### src/rtl/bp_pma_arbiter_pkg.sv
// Configuration helpers and the result-record declaration macro shared by the PMA arbiter slice.
// Address widths are derived from the processor configuration enum so callers select a single configuration.
`define BSG_SAFE_CLOG2(x) (((x) > 1) ? $clog2(x) : 1)

`define DECLARE_BP_PMA_RESP_S(num_req_mp) \
    typedef struct packed { \
        logic [`BSG_SAFE_CLOG2(num_req_mp)-1:0] id; \
        logic uncached; \
        logic nonidem; \
        logic dram; \
    } bp_pma_resp_s

package bp_pma_arbiter_pkg;

    typedef enum logic [0:0] {
        e_bp_default_cfg = 1'b0
    } bp_cfg_e;

    localparam int page_offset_width_gp = 12;

    function automatic int cfg_ptag_width(input bp_cfg_e cfg);
        case (cfg)
            e_bp_default_cfg: return 28;
            default:          return 28;
        endcase
    endfunction

    function automatic int cfg_dtag_width(input bp_cfg_e cfg);
        case (cfg)
            e_bp_default_cfg: return 21;
            default:          return 21;
        endcase
    endfunction

    function automatic int cfg_caddr_width(input bp_cfg_e cfg);
        case (cfg)
            e_bp_default_cfg: return 32;
            default:          return 32;
        endcase
    endfunction

    function automatic logic [63:0] cfg_dram_base(input bp_cfg_e cfg);
        case (cfg)
            e_bp_default_cfg: return 64'h0000_0000_8000_0000;
            default:          return 64'h0000_0000_8000_0000;
        endcase
    endfunction

endpackage

### src/rtl/bp_pma_arbiter_rr_arb.sv
// Round-robin picker: grants the first valid requester at or after the pointer.
// The pointer only moves past a requester once its grant has actually been taken.
module bp_pma_rr_arb
    import bp_pma_arbiter_pkg::*;
#(
    parameter  int num_req_p     = 2,
    localparam int lg_num_req_lp = `BSG_SAFE_CLOG2(num_req_p)
)
(
    input  logic                     clk,
    input  logic                     reset_n,
    input  logic                     en,
    input  logic [num_req_p-1:0]     req_v,
    output logic [num_req_p-1:0]     grant,
    output logic [lg_num_req_lp-1:0] grant_id,
    output logic                     grant_v
);

    logic [lg_num_req_lp-1:0] rr_ptr_r;
    logic [lg_num_req_lp-1:0] rr_ptr_n;
    logic [lg_num_req_lp-1:0] idx;
    int                       sum;

    always_comb begin
        grant    = '0;
        grant_id = '0;
        grant_v  = 1'b0;
        idx      = '0;
        sum      = 0;
        for (int k = 0; k < num_req_p; k++) begin
            sum = int'(rr_ptr_r) + k;
            if (sum >= num_req_p) begin
                sum = sum - num_req_p;
            end
            idx = lg_num_req_lp'(sum);
            if (en && req_v[idx] && !grant_v) begin
                grant_v    = 1'b1;
                grant[idx] = 1'b1;
                grant_id   = idx;
            end
        end
    end

    assign rr_ptr_n = (grant_id == lg_num_req_lp'(num_req_p - 1)) ? '0 : grant_id + 1'b1;

    always_ff @(posedge clk) begin
        if (!reset_n) begin
            rr_ptr_r <= '0;
        end else if (grant_v) begin
            rr_ptr_r <= rr_ptr_n;
        end
    end

endmodule

### src/rtl/bp_pma_arbiter.sv
// Shares one PMA classifier among several requesters: round-robin grant, one lookup per cycle,
// and a single registered result with valid/ready backpressure toward the UCE/LCE issue logic.
module bp_pma_arbiter
    import bp_pma_arbiter_pkg::*;
#(
    parameter  bp_cfg_e bp_params_p   = e_bp_default_cfg,
    parameter  int      num_req_p     = 2,
    localparam int      ptag_width_p  = cfg_ptag_width(bp_params_p),
    localparam int      dtag_width_p  = cfg_dtag_width(bp_params_p),
    localparam int      caddr_width_p = cfg_caddr_width(bp_params_p),
    localparam int      lg_num_req_lp = `BSG_SAFE_CLOG2(num_req_p)
)
(
    input  logic                              clk_i,
    input  logic                              reset_n_i,
    input  logic [num_req_p-1:0]              req_v_i,
    input  logic [num_req_p*ptag_width_p-1:0] req_ptag_i,
    input  logic [num_req_p-1:0]              req_uncached_mode_i,
    input  logic [num_req_p-1:0]              req_nonspec_mode_i,
    output logic [num_req_p-1:0]              req_ready_o,
    output logic                              resp_v_o,
    output logic [lg_num_req_lp-1:0]          resp_id_o,
    output logic                              resp_uncached_o,
    output logic                              resp_nonidem_o,
    output logic                              resp_dram_o,
    input  logic                              resp_ready_i
);

    `DECLARE_BP_PMA_RESP_S(num_req_p);

    localparam logic [63:0] dram_base_addr_lp = cfg_dram_base(bp_params_p);
    localparam logic [ptag_width_p-1:0] dram_ptag_lp =
        ptag_width_p'(dram_base_addr_lp >> page_offset_width_gp);

    bp_pma_resp_s             resp_r;
    bp_pma_resp_s             resp_n;
    logic                     resp_v_r;
    logic                     reg_free;
    logic                     grant_v;
    logic [num_req_p-1:0]     grant;
    logic [lg_num_req_lp-1:0] grant_id;
    logic [ptag_width_p-1:0]  ptag;
    logic                     is_local;
    logic                     is_io;
    logic                     is_uc;
    logic                     is_uncached;

    // Same-cycle refill is allowed when the held result is being drained.
    assign reg_free = ~resp_v_r | resp_ready_i;

    bp_pma_rr_arb #(
        .num_req_p(num_req_p)
    ) rr_arb (
        .clk      (clk_i),
        .reset_n  (reset_n_i),
        .en       (reset_n_i & reg_free),
        .req_v    (req_v_i),
        .grant    (grant),
        .grant_id (grant_id),
        .grant_v  (grant_v)
    );

    assign req_ready_o = grant;

    always_comb begin
        ptag        = req_ptag_i[grant_id*ptag_width_p +: ptag_width_p];
        is_local    = (ptag < dram_ptag_lp);
        is_io       = |ptag[ptag_width_p-1:dtag_width_p];
        is_uc       = |ptag[ptag_width_p-1:caddr_width_p-page_offset_width_gp];
        is_uncached = is_uc | is_io | is_local | req_uncached_mode_i[grant_id];

        resp_n          = '0;
        resp_n.id       = grant_id;
        resp_n.uncached = is_uncached;
        resp_n.nonidem  = is_uncached | req_nonspec_mode_i[grant_id];
        resp_n.dram     = ~is_local & ~is_io & ~is_uc;
    end

    always_ff @(posedge clk_i) begin
        if (!reset_n_i) begin
            resp_v_r <= 1'b0;
            resp_r   <= '0;
        end else if (grant_v) begin
            resp_v_r <= 1'b1;
            resp_r   <= resp_n;
        end else if (resp_ready_i) begin
            resp_v_r <= 1'b0;
        end
    end

    assign resp_v_o        = resp_v_r;
    assign resp_id_o       = resp_r.id;
    assign resp_uncached_o = resp_r.uncached;
    assign resp_nonidem_o  = resp_r.nonidem;
    assign resp_dram_o     = resp_r.dram;

endmodule

### config.mk
export PLATFORM = sky130hd
export DESIGN_NAME = bp_pma_arbiter
export DESIGN_NICKNAME = d
export VERILOG_FILES = /design/src/rtl/bp_pma_arbiter_pkg.sv /design/src/rtl/bp_pma_arbiter_rr_arb.sv /design/src/rtl/bp_pma_arbiter.sv
export SDC_FILE = /design/constraint.sdc
export NUM_CORES = 1
export LEC_CHECK = 0
export BUFFER_PORTS_ARGS = -buffer_cell sky130_fd_sc_hd__buf_2
export CAP_MARGIN = 30
export CELL_PAD_IN_SITES_DETAIL_PLACEMENT = 0
export CELL_PAD_IN_SITES_GLOBAL_PLACEMENT = 2
export CORE_UTILIZATION = 10
export DETAILED_ROUTE_END_ITERATION = 8
export PLACE_DENSITY = 0.91
export SLEW_MARGIN = 20
export SYNTH_ARGS = -nofsm -noshare
export SYNTH_HDL_FRONTEND = slang
export SYNTH_SLANG_ARGS = --single-unit
### constraint.sdc
create_clock -name clk_i -period 1.5 [get_ports clk_i]
set_input_delay 0.225 -clock clk_i [delete_from_list [all_inputs] [get_ports clk_i]]
set_output_delay 0.225 -clock clk_i [all_outputs]
set_load 0.05 [all_outputs]
; ---- Word level (Yosys, flattened, before mapping)
; Cells that the tools add are included.
[word_totals]
ff_bits = 6
input_bits = 65
output_inout_bits = 7
elab_cells = 65
[classes]
addsub = 4
multipliers = 1
n_lt_le_gt_ge = 8
shifts = 1
muxes = 23
bitwise_logic = 13
reduce_logical = 9
[ops]
columns = cell, count
row1 = $shiftx 56x7->28, 1
row2 = $lt 28x20->1 const B, 1
row3 = $mux 1, 19
row4 = $reduce_or 8->1, 1
row5 = $reduce_or 7->1, 1
row6 = $lt 1x2->1 const B, 3
row7 = $logic_and 1x1->1, 5
row8 = $or 1x1->1, 5
row9 = $mul 1x3->4 const B, 1
row10 = $mux 2, 2
row11 = $not 1->1, 4
row12 = $and 1x1->1, 3
row13 = $add 1x1->2 const B, 1
row14 = $demux 1 s1, 2
row15 = $ge 1x1->1 const B, 2
row16 = $ge 1x2->1 const B, 1
row17 = $ge 2x2->1 const B, 1
row18 = $or 2x2->2, 1
row19 = $reduce_bool 2->1, 1
row20 = $sub 1x1->1 const B, 2
row21 = $add 1x1->1 const B, 1
row22 = $logic_not 1->1, 1

; ---- Depth between registers and ports, before layout
[logic_depth]
ltp_word = 16
depth_mapped = 4
mapped_depth_nobuf = 4

; ---- Hierarchy
; Synthesis repeated with hierarchy kept, for this count alone.
[hier_totals]
hier_cells = 38
hier_area_um2 = 345.3
[by_module_without_submodules]
columns = mod, instances, cells_per_inst, area_each_um2, seq_area_each_um2
row1 = bp_pma_arbiter, 1, 28, 272.8, 100.1
row2 = bp_pma_rr_arb, 1, 10, 72.6, 20.0

; ---- Worst setup path after synthesis
; Ideal clock, no wire load.
[synth_path]
path_kind = flip-flop to output port
startpoint = reg resp_v_r (netlist: resp_v_o)
endpoint = out req_ready_o[0]
arrival_time_ns = 1.398
t_required_ns = 1.275
path_slack_ns = -0.123
stages_incl_launch_ff = 4
path_buffers = 0
path_cell_list = dfxtp_1 > nand2b_4 > nand2_1 > nor2_1
[synth_via]
elab_chain_cells = 8
elab_cells_between_ends = 11
cone_classes = mux: 3 / bitwise: 4 / reduce/logical: 4
[synth_rtl]
columns = item, line
row1 = "start, declared", bp_pma_arbiter.sv:37  ; logic resp_v_r;
row2 = "start signal, assigned", bp_pma_arbiter.sv:81  ; resp_v_r <= 1'b0;
row3 = "start signal, assigned", bp_pma_arbiter.sv:84  ; resp_v_r <= 1'b1;
row4 = "start signal, assigned", bp_pma_arbiter.sv:87  ; resp_v_r <= 1'b0;
row5 = $not 1->1 (*), bp_pma_arbiter.sv:49  ; assign reg_free = ~resp_v_r | resp_ready_i;
row6 = $or 1x1->1 (*), bp_pma_arbiter.sv:49
row7 = $and 1x1->1 (*), bp_pma_arbiter.sv:56  ; .en (reset_n_i & reg_free),
row8 = $logic_and 1x1->1, bp_pma_arbiter_rr_arb.sv:36  ; if (en && req_v[idx] && !grant_v) begin
row9 = $mux 1, bp_pma_arbiter_rr_arb.sv:36
row10 = $logic_not 1->1, bp_pma_arbiter_rr_arb.sv:36
row11 = $logic_and 1x1->1, bp_pma_arbiter_rr_arb.sv:36
row12 = $mux 2 (*), bp_pma_arbiter_rr_arb.sv:36
row13 = "end, declared", bp_pma_arbiter.sv:20  ; output logic [num_req_p-1:0] req_ready_o,
; Every way passes the cells marked *; elsewhere a longest branch is shown, timed or not.

; ---- Worst setup path after layout
[layout_path]
startpoint = reg rr_arb.rr_ptr_r
endpoint = out req_ready_o[1]
[layout_via]
elab_chain_cells = 9
elab_cells_between_ends = 29
cone_classes = add/sub: 3 / order compare: 6 / mux: 13 / bitwise: 1 / reduce/logical: 6
[layout_rtl]
columns = item, line
row1 = "start, declared", bp_pma_arbiter_rr_arb.sv:19  ; logic [lg_num_req_lp-1:0] rr_ptr_r;
row2 = "start signal, assigned", bp_pma_arbiter_rr_arb.sv:50  ; rr_ptr_r <= rr_ptr_n;
row3 = "$add 1x1->2, or another cell as far along", bp_pma_arbiter_rr_arb.sv:31  ; sum = int'(rr_ptr_r) + k;
row4 = "$ge 2x2->1, or another cell as far along", bp_pma_arbiter_rr_arb.sv:32  ; if (sum >= num_req_p) begin
row5 = "$mux 1, or another cell as far along", bp_pma_arbiter_rr_arb.sv:32
row6 = "$lt 1x2->1 (not written as such), or another cell as far along", bp_pma_arbiter_rr_arb.sv:38  ; grant[idx] = 1'b1;
row7 = "$logic_and 1x1->1 (not written as such), or another cell as far along", bp_pma_arbiter_rr_arb.sv:38
row8 = "$mux 1 (not written as such), or another cell as far along", bp_pma_arbiter_rr_arb.sv:38
row9 = "$demux 1 s1, or another cell as far along", --
row10 = $or 2x2->2 (no line) / $logic_and 1x1->1 (equally long branches), --
row11 = $mux 2 (*), bp_pma_arbiter_rr_arb.sv:36
; Every way passes the cells marked *; elsewhere a longest branch is shown, timed or not. The select of a mux whose other input is x is not followed.

==> Flow_metrics.wiki <==
{| class="wikitable"
! Metric !! Value
|-
| Die boundary width || 62.9 µm
|-
| Critical-path top delay cell || sky130_fd_sc_hd__dfxtp_1
|-
| Number of remaining DRC errors || 0
|-
| Max stage delay on crit path || 0.35 ns
|-
| Number of setup violations in the final report || 0
|-
| Post-synth EDFFs || 0
|-
| Maximum number of pins on one net before global-route repair || 10
|-
| Slew headroom || 79.5%
|-
| Share of the yosys chip area belonging to registers || 32.4%
|-
| DR vias || 441
|-
| Period utilisation layout || 91.8%
|-
| Floorplan die area || 3950 µm²
|-
| Transition at the pin with the smallest max-transition slack || 0.304 ns
|-
| Summed negative setup slack over all endpoints || 0 ns
|-
| RR Startpoint || rr_arb.rr_ptr_r
|-
| Core area || 3440 µm²
|-
| Number of instances in the synthesized netlist || 40
|-
| Detail-routed net length per standard cell || 9.07 µm
|-
| Clock Path Buffers || 2
|-
| Leakage power figure || 0.324 nW
|-
| Mean Syn Cell Area || 9.26 µm²
|-
| Power density over cell area || 915 nW/µm²
|-
| Largest voltage drop on the vdd net || 0.000235 V
|-
| Required time at the worst-slack endpoint || 1.27 ns
|-
| Clock latency at the later pin of the worst-skew pair || 0.22 ns
|-
| CTS Root Cell || sky130_fd_sc_hd__clkbuf_8
|-
| Number of nets in the layout || 142
|-
| Initial core utilization || 10.8%
|-
| Most common library cells after synthesis || 7 x sky130_fd_sc_hd__nand2_1, 6 x sky130_fd_sc_hd__dfxtp_1, 3 x sky130_fd_sc_hd__nor2_1
|-
| Clock skew || 0.000285 ns
|-
| Beginning of the critical path || rr_arb.rr_ptr_r
|-
| Total overflow reported by the global router || 0
|-
| Number of H-tree levels || 1
|-
| Number of cell rows || 21
|-
| Area growth syn-to-layout || 72.3%
|-
| Library cell occupying the most area in the post-synthesis netlist || sky130_fd_sc_hd__dfxtp_1
|-
| Cells along the critical path || nand2b_4 -> nand4_4 -> inv_1 -> buf_6
|-
| Diodes inserted || 0
|-
| Number of library cell types mapped by synthesis || 22
|-
| Number of register bits inferred by synthesis || 6
|-
| Count of antenna-violating nets left after detailed routing || 0
|-
| Critical path's top delay family || flip-flops
|-
| Pint || 411 µW
|-
| FF-to-FF setup slack || 0.26 ns
|-
| Buffers and inverters on the worst path || 2
|-
| Placer Congestion || 0.673
|-
| Share of layout cells above drive strength 1 || 57.3%
|-
| Flop pwr share || 31.4%
|-
| CTS tree || done
|-
| Run status || completed
|-
| Fraction of power spent switching nets || 29.7%
|-
| Combinational cell fraction of total power || 27.6%
|-
| Wire length of the first global-routing pass || 1750 µm
|-
| Top area cells in the synthesized netlist || sky130_fd_sc_hd__dfxtp_1 32%, sky130_fd_sc_hd__nand2b_4 7.4%, sky130_fd_sc_hd__nand2_1 7.1%
|-
| Vertical die dimension || 62.9 µm
|-
| First-iteration detailed-routing DRC count || 21
|-
| RSZ-0062 raised after global routing || no
|-
| Final Hold Viols || 0
|-
| Vias in the first global route || 432
|-
| First-pass iteration count of the detailed router || 3
|-
| Worst-path maximum fanout || 4
|-
| Count of warnings emitted by yosys || 0
|-
| Final cell utilization of the core || 18.5%
|-
| WP depth || 4
|-
| Crit Path Class || flop to output port
|-
| Achievable clock frequency || 0.726 GHz
|-
| Vias per std cell || 3.64
|-
| Capture point of the worst reg-to-reg path || resp_dram_o
|-
| Total GRT Usage || 6.14%
|-
| Maxcap violations || 0
|-
| Sink Count || 6
|-
| Proportion of power drawn by the clock network || 41.0%
|-
| Hold WS || 0.316 ns
|-
| Sum of routed wire length over all layers || 1100 µm
|-
| Final critical-path required period || 1.38 ns
|-
| Number of top-level pins || 72
|-
| Number of antenna violations at the first check in global routing || 0
|-
| Worst Reg-to-Reg Cells || 4
|-
| Timing endpoint of the critical path || req_ready_o[1]
|-
| CP endpoint kind || output port
|-
| Net Count, Synth || 105
|-
| Dominant cell by count in the synthesized netlist || sky130_fd_sc_hd__nand2_1
|-
| Critical Path AT || 1.15 ns
|-
| NetSw || 173 µW
|-
| Number of input and output port buffers inserted || 33
|-
| Filler cell count || 403
|-
| Portion of synthesized cell area occupied by the leading cell type || 32.4%
|-
| Total standard cell area after synthesis || 370 µm²
|-
| Nature of the critical path startpoint || flop
|-
| Number of max-slew violations in the final report || 0
|-
| Number of buffers created by CTS || 3
|-
| Worst hold path class || input port to flop
|-
| Share of async-settable or async-resettable flops after synthesis || 0%
|-
| Clock slew seen by the registers of the worst setup and hold paths || 0.04 ns
|-
| Post-DP HPWL || 956 µm
|-
| Most used flip-flop cell after synthesis || sky130_fd_sc_hd__dfxtp_1
|}
[worst min-delay path, cell delays in order]
cell,delay [ns]
sky130_fd_sc_hd__buf_2,0.09
sky130_fd_sc_hd__a211oi_2,0.07
sky130_fd_sc_hd__a31oi_1,0.11
[state kept, by name, indices dropped and copies added, names as in the netlist]
name / cells
rr_arb.rr_ptr_r: 1
resp_dram_o: 1
resp_uncached_o: 1
resp_nonidem_o: 1
resp_id_o: 1
resp_v_o: 1
[layout by cell type (no fill, tap or decap), types with 2 or more instances in the layout]
cell                       count
sky130_fd_sc_hd__nand2_1       7
sky130_fd_sc_hd__nand2b_4      2
sky130_fd_sc_hd__clkbuf_8      3
sky130_fd_sc_hd__a21boi_0      2
sky130_fd_sc_hd__nand3_1       2
sky130_fd_sc_hd__nor2_1        2
sky130_fd_sc_hd__mux2i_1       2
sky130_fd_sc_hd__buf_2        32
sky130_fd_sc_hd__nor3_1        2
sky130_fd_sc_hd__dfxtp_1       6
[layer usage]
| metal | GRT usage, % | part of all wire (%) | routed length [µm] |
|---|---|---|---|
| met5 | 0 | 0 | 0 |
| met4 | 4.36 | 2.8 | 31 |
| met3 | 4.93 | 16 | 179 |
| met2 | 8.42 | 41 | 447 |
| met1 | 6.19 | 40 | 439 |
[power by group through the flow]
stage / logic, mW / registers (mW) / clock network (mW)
CTS: 0.161 / 0.183 / 0.253
global route: 0.175 / 0.185 / 0.260
global placement: 0.158 / 0.185 / 0
detailed placement: 0.161 / 0.185 / 0
floorplan: 0.0653 / 0.222 / 0
finish: 0.161 / 0.183 / 0.240
[worst min-delay path by stage]
stage | from | end | slack [ns] | depth (start not counted)
6_report | req_uncached_mode_i[0] | resp_nonidem_o | 0.32 | 3
5_1_grt | req_uncached_mode_i[0] | resp_nonidem_o | 0.33 | 3
3_5_place_dp | resp_id_o | resp_id_o | 0.45 | 2
3_3_place_gp | resp_id_o | resp_id_o | 0.44 | 2
4_1_cts | req_uncached_mode_i[0] | resp_nonidem_o | 0.32 | 3
2_1_floorplan | req_v_i[1] | resp_id_o | 0.40 | 2
[what timing repair did]
item,in CTS,in global routing
setup buffers,0,0
resized for setup,0,3
hold buffers,0,0
endpoints found under the setup margin,0,1
[through the flow]
stage | std cells | power (mW) | cell area (µm²) | setup slack, ns
3_5_place_dp | 118 | 0.346 | 591 | 0.241
3_3_place_gp | 118 | 0.343 | 591 | 0.285
5_1_grt | 121 | 0.620 | 638 | 0.0214
4_1_cts | 121 | 0.598 | 632 | 0.0166
6_report | 121 | 0.584 | 638 | 0.123
2_1_floorplan | 40 | 0.287 | 373 | 0.0808
[cell families (layout without fill, tap and decap cells)]
family	after synthesis	count (layout)	share of synthesized area, %
mux	3	3	8.45
flops	6	6	32.4
buf+inv	2	37	2.36
compound gates	6	6	12.5
simple gates	23	23	44.3
[cell type report]
class                           instances  area [µm²]  share of cell area [%]
Multi-Input combinational cell         32         244                    38.2
Inverter                                1        3.75                   0.588
Timing Repair Buffer                   33         171                    26.9
Clock buffer                            3        41.3                    6.47
Sequential cell                         6         120                    18.8
Tap cell                               46        57.6                    9.02
Power figures use the tool's default switching activity.
